$ cat config.mk
export PLATFORM = sky130hd
export DESIGN_NAME = apb4_cmd_master
export DESIGN_NICKNAME = d
export VERILOG_FILES = /design/src/rtl/apb4_cmd_master.sv
export SDC_FILE = /design/constraint.sdc
export NUM_CORES = 1
export LEC_CHECK = 0
export CAP_MARGIN = 10
export CORE_MARGIN = 8
export CORE_UTILIZATION = 35
export CTS_BUF_LIST = sky130_fd_sc_hd__clkbuf_2
export DETAILED_ROUTE_END_ITERATION = 10
export SLEW_MARGIN = 40
export SYNTH_ARGS = -nofsm -noshare
export SYNTH_HDL_FRONTEND = slang
export SYNTH_SLANG_ARGS = --single-unit
$ cat constraint.sdc
create_clock -name clk -period 8.6 [get_ports clk]
set_clock_uncertainty 0.1 [all_clocks]
set_input_delay 1.29 -clock clk [delete_from_list [all_inputs] [get_ports clk]]
set_output_delay 1.29 -clock clk [all_outputs]
set_load 0.005 [all_outputs]
$ cat src/rtl/apb4_cmd_master.sv
// APB4 requester: buffers register-access commands in a FIFO and runs them as
// SETUP/ACCESS transfers with wait states, a timeout and one response per command.
module apb4_cmd_master #(
  parameter int unsigned ADDR_W      = 13,
  parameter int unsigned DATA_W      = 32,
  parameter int unsigned CMD_DEPTH   = 4,
  parameter int unsigned TIMEOUT_CYC = 16,
  parameter logic [2:0]  PROT        = 3'b000
) (
  input  logic                  clk,
  input  logic                  reset,
  input  logic                  cmd_valid,
  output logic                  cmd_ready,
  input  logic                  cmd_write,
  input  logic [ADDR_W-1:0]     cmd_addr,
  input  logic [DATA_W-1:0]     cmd_wdata,
  input  logic [DATA_W/8-1:0]   cmd_strb,
  output logic                  rsp_valid,
  input  logic                  rsp_ready,
  output logic [DATA_W-1:0]     rsp_rdata,
  output logic                  rsp_err,
  output logic                  rsp_timeout,
  output logic                  pclken,
  output logic                  psel,
  output logic                  penable,
  output logic [ADDR_W-1:0]     paddr,
  output logic                  pwrite,
  output logic [DATA_W-1:0]     pwdata,
  output logic [DATA_W/8-1:0]   pstrb,
  output logic [2:0]            pprot,
  input  logic [DATA_W-1:0]     prdata,
  input  logic                  pready,
  input  logic                  pslverr,
  output logic                  idle
);

  localparam int unsigned STRB_W  = DATA_W / 8;
  localparam int unsigned PTR_W   = $clog2(CMD_DEPTH);
  localparam int unsigned CNT_W   = (TIMEOUT_CYC > 0) ? $clog2(TIMEOUT_CYC + 1) : 1;
  localparam int unsigned TO_LAST = (TIMEOUT_CYC > 0) ? TIMEOUT_CYC - 1 : 0;

  typedef enum logic [1:0] {S_IDLE, S_SETUP, S_ACCESS} state_t;

  typedef struct packed {
    logic              write;
    logic [ADDR_W-1:0] addr;
    logic [DATA_W-1:0] wdata;
    logic [STRB_W-1:0] strb;
  } cmd_t;

  cmd_t             mem_q [CMD_DEPTH];
  logic [PTR_W:0]   wptr_q, rptr_q;
  logic             empty, full, push, pop;
  cmd_t             head;

  state_t             state_q, state_d;
  logic [CNT_W-1:0]   wait_q, wait_d;
  logic               psel_q, psel_d, penable_q, penable_d, pwrite_q, pwrite_d;
  logic [ADDR_W-1:0]  paddr_q, paddr_d;
  logic [DATA_W-1:0]  pwdata_q, pwdata_d;
  logic [STRB_W-1:0]  pstrb_q, pstrb_d;
  logic               rsp_valid_q, rsp_valid_d, rsp_err_q, rsp_err_d;
  logic               rsp_timeout_q, rsp_timeout_d;
  logic [DATA_W-1:0]  rsp_rdata_q, rsp_rdata_d;
  logic               pclken_q, pclken_d;

  // Pointers carry an extra wrap bit so full and empty are distinguishable.
  assign empty = (wptr_q == rptr_q);
  assign full  = (wptr_q[PTR_W] != rptr_q[PTR_W]) &&
                 (wptr_q[PTR_W-1:0] == rptr_q[PTR_W-1:0]);
  assign cmd_ready = !reset && !full;
  assign push      = cmd_valid && cmd_ready;
  assign head      = mem_q[rptr_q[PTR_W-1:0]];

  always_ff @(posedge clk) begin
    if (push) begin
      mem_q[wptr_q[PTR_W-1:0]] <= '{write: cmd_write, addr: cmd_addr,
                                    wdata: cmd_wdata, strb: cmd_strb};
    end
  end

  always_comb begin
    state_d       = state_q;
    wait_d        = wait_q;
    pop           = 1'b0;
    psel_d        = psel_q;
    penable_d     = penable_q;
    paddr_d       = paddr_q;
    pwrite_d      = pwrite_q;
    pwdata_d      = pwdata_q;
    pstrb_d       = pstrb_q;
    rsp_valid_d   = rsp_valid_q;
    rsp_err_d     = rsp_err_q;
    rsp_timeout_d = rsp_timeout_q;
    rsp_rdata_d   = rsp_rdata_q;
    pclken_d      = (state_q != S_IDLE) || !empty;

    if (rsp_valid_q && rsp_ready) rsp_valid_d = 1'b0;

    case (state_q)
      S_IDLE: begin
        if (!empty && (!rsp_valid_q || rsp_ready)) begin
          pop       = 1'b1;
          state_d   = S_SETUP;
          wait_d    = '0;
          psel_d    = 1'b1;
          penable_d = 1'b0;
          paddr_d   = head.addr;
          pwrite_d  = head.write;
          pwdata_d  = head.write ? head.wdata : '0;
          pstrb_d   = head.write ? head.strb  : '0;
        end
      end
      S_SETUP: begin
        state_d   = S_ACCESS;
        penable_d = 1'b1;
      end
      S_ACCESS: begin
        if (pready) begin
          state_d       = S_IDLE;
          psel_d        = 1'b0;
          penable_d     = 1'b0;
          rsp_valid_d   = 1'b1;
          rsp_err_d     = pslverr;
          rsp_timeout_d = 1'b0;
          rsp_rdata_d   = (!pwrite_q && !pslverr) ? prdata : '0;
        end else if ((TIMEOUT_CYC != 0) && (wait_q == CNT_W'(TO_LAST))) begin
          state_d       = S_IDLE;
          psel_d        = 1'b0;
          penable_d     = 1'b0;
          rsp_valid_d   = 1'b1;
          rsp_err_d     = 1'b1;
          rsp_timeout_d = 1'b1;
          rsp_rdata_d   = '0;
        end else begin
          wait_d = wait_q + 1'b1;
        end
      end
      default: state_d = S_IDLE;
    endcase
  end

  always_ff @(posedge clk or posedge reset) begin
    if (reset) begin
      wptr_q        <= '0;
      rptr_q        <= '0;
      state_q       <= S_IDLE;
      wait_q        <= '0;
      psel_q        <= 1'b0;
      penable_q     <= 1'b0;
      paddr_q       <= '0;
      pwrite_q      <= 1'b0;
      pwdata_q      <= '0;
      pstrb_q       <= '0;
      rsp_valid_q   <= 1'b0;
      rsp_err_q     <= 1'b0;
      rsp_timeout_q <= 1'b0;
      rsp_rdata_q   <= '0;
      pclken_q      <= 1'b0;
    end else begin
      if (push) wptr_q <= wptr_q + 1'b1;
      if (pop)  rptr_q <= rptr_q + 1'b1;
      state_q       <= state_d;
      wait_q        <= wait_d;
      psel_q        <= psel_d;
      penable_q     <= penable_d;
      paddr_q       <= paddr_d;
      pwrite_q      <= pwrite_d;
      pwdata_q      <= pwdata_d;
      pstrb_q       <= pstrb_d;
      rsp_valid_q   <= rsp_valid_d;
      rsp_err_q     <= rsp_err_d;
      rsp_timeout_q <= rsp_timeout_d;
      rsp_rdata_q   <= rsp_rdata_d;
      pclken_q      <= pclken_d;
    end
  end

  assign psel        = psel_q;
  assign penable     = penable_q;
  assign paddr       = paddr_q;
  assign pwrite      = pwrite_q;
  assign pwdata      = pwdata_q;
  assign pstrb       = pstrb_q;
  assign pprot       = PROT;
  assign pclken      = pclken_q;
  assign rsp_valid   = rsp_valid_q;
  assign rsp_err     = rsp_err_q;
  assign rsp_timeout = rsp_timeout_q;
  assign rsp_rdata   = rsp_rdata_q;
  assign idle        = empty && (state_q == S_IDLE) && !rsp_valid_q;

endmodule

==> Word-level counts from Yosys, hierarchy flattened <==
Memories as Yosys holds them, arrays and structs flattened.
Index checks and enable logic that the tools add are counted.
{ "word_totals": {"ff_bits": 101, "latch_bits": 0, "mem_bits_rw": 200, "rom_bits": 0, "input_bits": 88, "output_inout_bits": 93, "word_cells": 86, "mem_count": 1} }
{ "op_classes": {"add_sub_neg": 3, "n_mul": 0, "n_div": 0, "magnitude_cmp": 0, "n_eq_ne": 10, "shifts": 0, "muxes": 30, "bitwise_logic": 0, "n_reduce_logical": 27} }
{ "mem_list": {"columns": ["memory", "words", "width", "rd", "rd_clocked_by_memory_dff", "write_ports", "line_no", "rtl"], "rows": [
  ["mem_q", 4, 50, 1, 0, 1, "51", "cmd_t mem_q [CMD_DEPTH];"]
]} }
{ "ops": {"columns": ["cell", "n"], "rows": [
  ["32-bit 2-to-1 mux", 4],
  ["1-bit 2-to-1 mux", 15],
  ["5-bit 2-to-1 mux", 3],
  ["5-bit one-hot mux with 2 select lines", 1],
  ["1-bit logical AND", 8],
  ["3-bit by 1-bit adder with 3-bit output, second input constant", 2],
  ["1-bit logical NOT", 6],
  ["2-bit 2-to-1 mux", 3],
  ["2-bit inequality test, second input constant", 3],
  ["2-bit one-hot mux with 3 select lines", 1],
  ["2-bit AND reduction", 3],
  ["3-bit AND reduction", 2],
  ["2-bit nonzero test", 3],
  ["5-bit by 1-bit adder with 5-bit output, second input constant", 1],
  ["5-bit by 4-bit == test with 1-bit output, second input constant", 1],
  ["4-bit 2-to-1 mux", 1],
  ["4-bit AND reduction", 1],
  ["3-bit == test", 1],
  ["3-bit inequality test, second input constant", 1],
  ["1-bit one-hot mux with 3 select lines", 1],
  ["3-bit nonzero test", 1],
  ["2-bit by 1-bit == test with 1-bit output, second input constant", 1],
  ["2-bit == test", 1],
  ["2-bit == test, second input constant", 1],
  ["4 further kinds", 5]
]} }

==> Logic depth before layout (Yosys ltp) <==
{ "logic_depth": {"ltp_word": 7, "mapped_depth": 8, "mapped_depth_nobuf": 7} }

==> Least setup slack after synthesis <==
OpenSTA, ideal clock, no wires.
{ "synth_path": {"path_kind": "input port to flip-flop", "from": "input reset", "to": "memory mem_q[0][0] (netlist bit) (enable)", "setup_time_ns": 0.520, "arrival_ns": 4.799, "required_time_ns": 7.980, "path_slack_ns": 3.181, "cell_stages": 1, "n_path_buf": 0, "path_cell_list": "nor3_1"} }
{ "synth_via": {"elab_chain_cells": 5} }
{ "synth_rtl": {"columns": ["element", "line_no", "rtl"], "rows": [
  ["from (decl)", "11", "input logic reset,"],
  ["1-bit logical NOT (no line)", null, null],
  ["1-bit logical AND", "71", "assign cmd_ready = !reset && !full;"],
  ["1-bit logical AND", "72", "assign push = cmd_valid && cmd_ready;"],
  ["1-bit 2-to-1 mux", "76", "if (push) begin"],
  ["1-bit 2-to-1 mux (not written as such)", "77", "mem_q[wptr_q[PTR_W-1:0]] <= '{write: cmd_write, addr: cmd_addr,"],
  ["to (decl)", "51", null]
]} }
No other way between the ends.

==> Worst setup path after layout <==
{ "layout_path": {"from": "register rptr_q[0]", "to": "output idle"} }
{ "layout_via": {"elab_chain_cells": 3} }
{ "layout_rtl": {"columns": ["element", "line_no", "rtl"], "rows": [
  ["from (decl)", "52", "logic [PTR_W:0] wptr_q, rptr_q;"],
  ["from (signal assigned)", "162", "if (pop) rptr_q <= rptr_q + 1'b1;"],
  ["3-bit == test", "68", "assign empty = (wptr_q == rptr_q);"],
  ["1-bit logical AND (2 in series)", "191", "assign idle = empty && (state_q == S_IDLE) && !rsp_valid_q;"],
  ["to (decl)", "34", "output logic idle"]
]} }
No other way between the ends.

==> impl_metrics.json <==
{
  "syn_to_final_growth_pct": 27.3,
  "slew_violations": 0,
  "relSlewSlack_pct": 49.3,
  "cts_buffers": 81,
  "vias": 6496,
  "cts_setup_buffers": 0,
  "chipHeight_um": 196,
  "fillerInstances": 2920,
  "cts.sinks": 301,
  "cts-root-buf": "clkbuf_2",
  "first_global_vias": 6990,
  "tightest_slew_ns": 0.761,
  "syn_inst": 648,
  "drc": 0,
  "post_drt_wl_per_cell_um": 18.2,
  "synthArstFlopShare_pct": 33.6,
  "critPathCaptureType": "output port",
  "io_pins": 181,
  "syn_area_per_cell_um2": 17.5,
  "cts_hold_buf": 0,
  "synth-simple-area-share_pct": 4.14,
  "synth_edf_count": 200,
  "synthMuxAreaShare_pct": 9.90,
  "synth_top_cell_by_area": "edfxtp_1",
  "status": "finished clean",
  "grt_util_all_layers_pct": 13.3,
  "ant_nets": 0,
  "port_buffers": 177,
  "core_area_um2": 32300,
  "final_nets": 981,
  "dieArea_um2": 38500,
  "stdcell_count": 1398,
  "tns_ns": 0,
  "multiInputGateArea_um2": 2470,
  "detail_route.iter0.violations": 300,
  "num_rows": 66,
  "synth_seq_cells": 301,
  "clk_pin_slew_worst_paths_ns": 0.09,
  "routed_wl_mm": 25.5,
  "drtPass1Iterations": 4,
  "grt_max_degree": 68,
  "cts_buffer_depth": 3,
  "critical_path_arrival_ns": 2.99,
  "regToRegSetupSlack_ns": 5.29,
  "hp-class": "flip-flop to flip-flop",
  "grt_overflow": 0,
  "netlist_top_cells_count": "edfxtp_1 (200), dfrtp_1 (101), nand2_1 (89)",
  "start_util_pct": 35.2,
  "placedCellCount": 1245,
  "cts_tree": "yes",
  "max_freq_ghz": 0.228,
  "htreeDepth": 3,
  "hpwl_mm": 15.5,
  "synthAdderAreaFrac_pct": 0.771,
  "path_class": "flip-flop to output port",
  "synth.cell_area_um2": 11400,
  "final_area_um2": 14500,
  "synth_top_family_by_area": "multiplexers",
  "synth_most_common_cell": "edfxtp_1",
  "period_share_pct": 50.9,
  "p_leak_nw": 5.58,
  "required_ns": 7.21,
  "cp_max_fo": 25,
  "powerDensity_nw_per_um2": 318,
  "vias_per_cell": 4.65,
  "rsz0062_at_grt": "false",
  "die_x_um": 196,
  "ys_seq_area_share_pct": 75.1,
  "hold_viol_final": 0,
  "synth_xor_area_share_pct": 0.616,
  "post_cts_resized": 0,
  "seq_area_um2": 8540,
  "post-synth-top-area-fraction_pct": 52.8,
  "grt_pass1_wl_mm": 39.9,
  "total_power_w": 0.00461,
  "gp_congestion": 0.756,
  "synth_compound_area_share_pct": 5.93,
  "setup-violations-final": 0,
  "startpoint_type": "flip-flop",
  "clk_latency_ns": 0.83,
  "synth_cell_types": 41,
  "irDropWorstVdd_mv": 0.122,
  "synthTopCellsByArea": "edfxtp_1 (53%), dfrtp_1 (22%), mux4_2 (9.7%)",
  "ys_warn_count": 0,
  "antenna_found_initial": 3,
  "min_period_ns": 4.38,
  "drive_gt1_share_pct": 22.5,
  "ys.flop_type": "edfxtp_1",
  "maxCapViolCount": 0,
  "placedInstanceArea_um2": 13700
}
## power by group
group	switching, W	internal [W]	leakage [nW]	total [W]
registers	0.000174	0.00187	3.11	0.00204
logic	0.000757	0.000776	1.87	0.00153
clock network	0.000586	0.000447	0.595	0.00103
## flip-flops by register name (all words and copies together), names as in the netlist
name and flops:
rsp_rdata 32, rsp_err 1, pstrb 4, paddr 13, wait_q 5, rsp_timeout 1, penable 1, rptr_q 3
pclken 1, wptr_q 3, rsp_valid 1, pwrite 1, pwdata 32, state_q 2, psel 1, mem_q 200
## cells in the final DEF, fill, tap and decap left out, drive strengths merged
cell	synthesis	routed
nor2	5	5
a21oi	3	3
dfrtp	101	101
o2bb2ai	1	1
a311o	1	1
nand2	89	89
mux2	1	1
o21ai	9	9
nor4	1	1
o31ai	36	36
clkbuf	8	123
mux2i	1	1
nand2b	1	1
edfxtp	200	200
a21boi	1	1
conb	1	3
clkinvlp	0	3
or3	1	1
nor3b	1	1
and3	1	1
clkinv	0	21
bufinv	0	2
nand3b	1	1
diode	0	2
ha	7	7
or2	1	1
a22o	32	32
a311oi	1	1
nor3	1	1
and2	3	3
nand3	7	7
a21o	1	1
xnor2	6	6
clkdlybuf4s50	0	177
mux4	49	49
inv	44	46
xor2	2	2
buf	29	13
nor2b	2	2
## critical path, stage by stage (launching register included)
cell and delay, ns:
dfrtp_4 0.71, xnor2_1 0.37, nand2_1 0.12, or3_1 0.38
nor2_1 0.12, clkdlybuf4s50_1 0.54
## metal layers
| metal | track usage, % | vias up | share of wire (%) |
|---|---|---|---|
| li1 | - | 2980 | - |
| met1 | 16.3 | 3227 | 43 |
| met2 | 21.6 | 238 | 47 |
| met3 | 4.22 | 47 | 7.8 |
| met4 | 5.31 | 4 | 1.8 |
| met5 | 0 | - | 0.11 |
## cell type report
cell class,instances,share of cell area [%]
antenna,2,0.0346
clock buffer,123,4.25
clock inverter,28,1.25
inverter,44,1.18
multi-input combinational,268,17.1
sequential,301,59.0
tap,442,3.82
timing repair buffer,190,13.4
## cell families (layout without fill, tap and decap cells)
group / after synthesis / after routing
xor gates and xnor gates: 8 / 8
other: 1 / 5
muxes: 51 / 51
buffers and inverters: 81 / 385
adders and majority gates: 7 / 7
DFF: 301 / 301
AOI/OAI and AO/OA: 85 / 85
and+or+nand+nor: 114 / 114
## stage by stage
| step | setup slack, ns | utilization [%] | hold slack, ns |
|---|---|---|---|
| after floorplan | 3.18 | - | 0.367 |
| after global placement | 4.57 | 42.0 | 0.360 |
| after detailed placement | 4.56 | 42.3 | 0.364 |
| after CTS | 4.03 | 44.8 | 0.389 |
| after global routing | 3.94 | 44.8 | 0.411 |
| final | 4.22 | 44.8 | 0.386 |
## final timing paths
path / to / from / cells past startpoint
setup / recovery: idle / rptr_q[0] / 5
hold / removal: pwdata[4] / pwdata[4] / 2
setup reg to reg: rptr_q[2] / rptr_q[0] / 6
hold reg to reg: pwdata[4] / pwdata[4] / 2
max in group asynchronous: rptr_q[0] / reset / 3
min in group asynchronous: rsp_rdata[15] / reset / 2
Note: power is estimated with default switching activity, not from simulation.
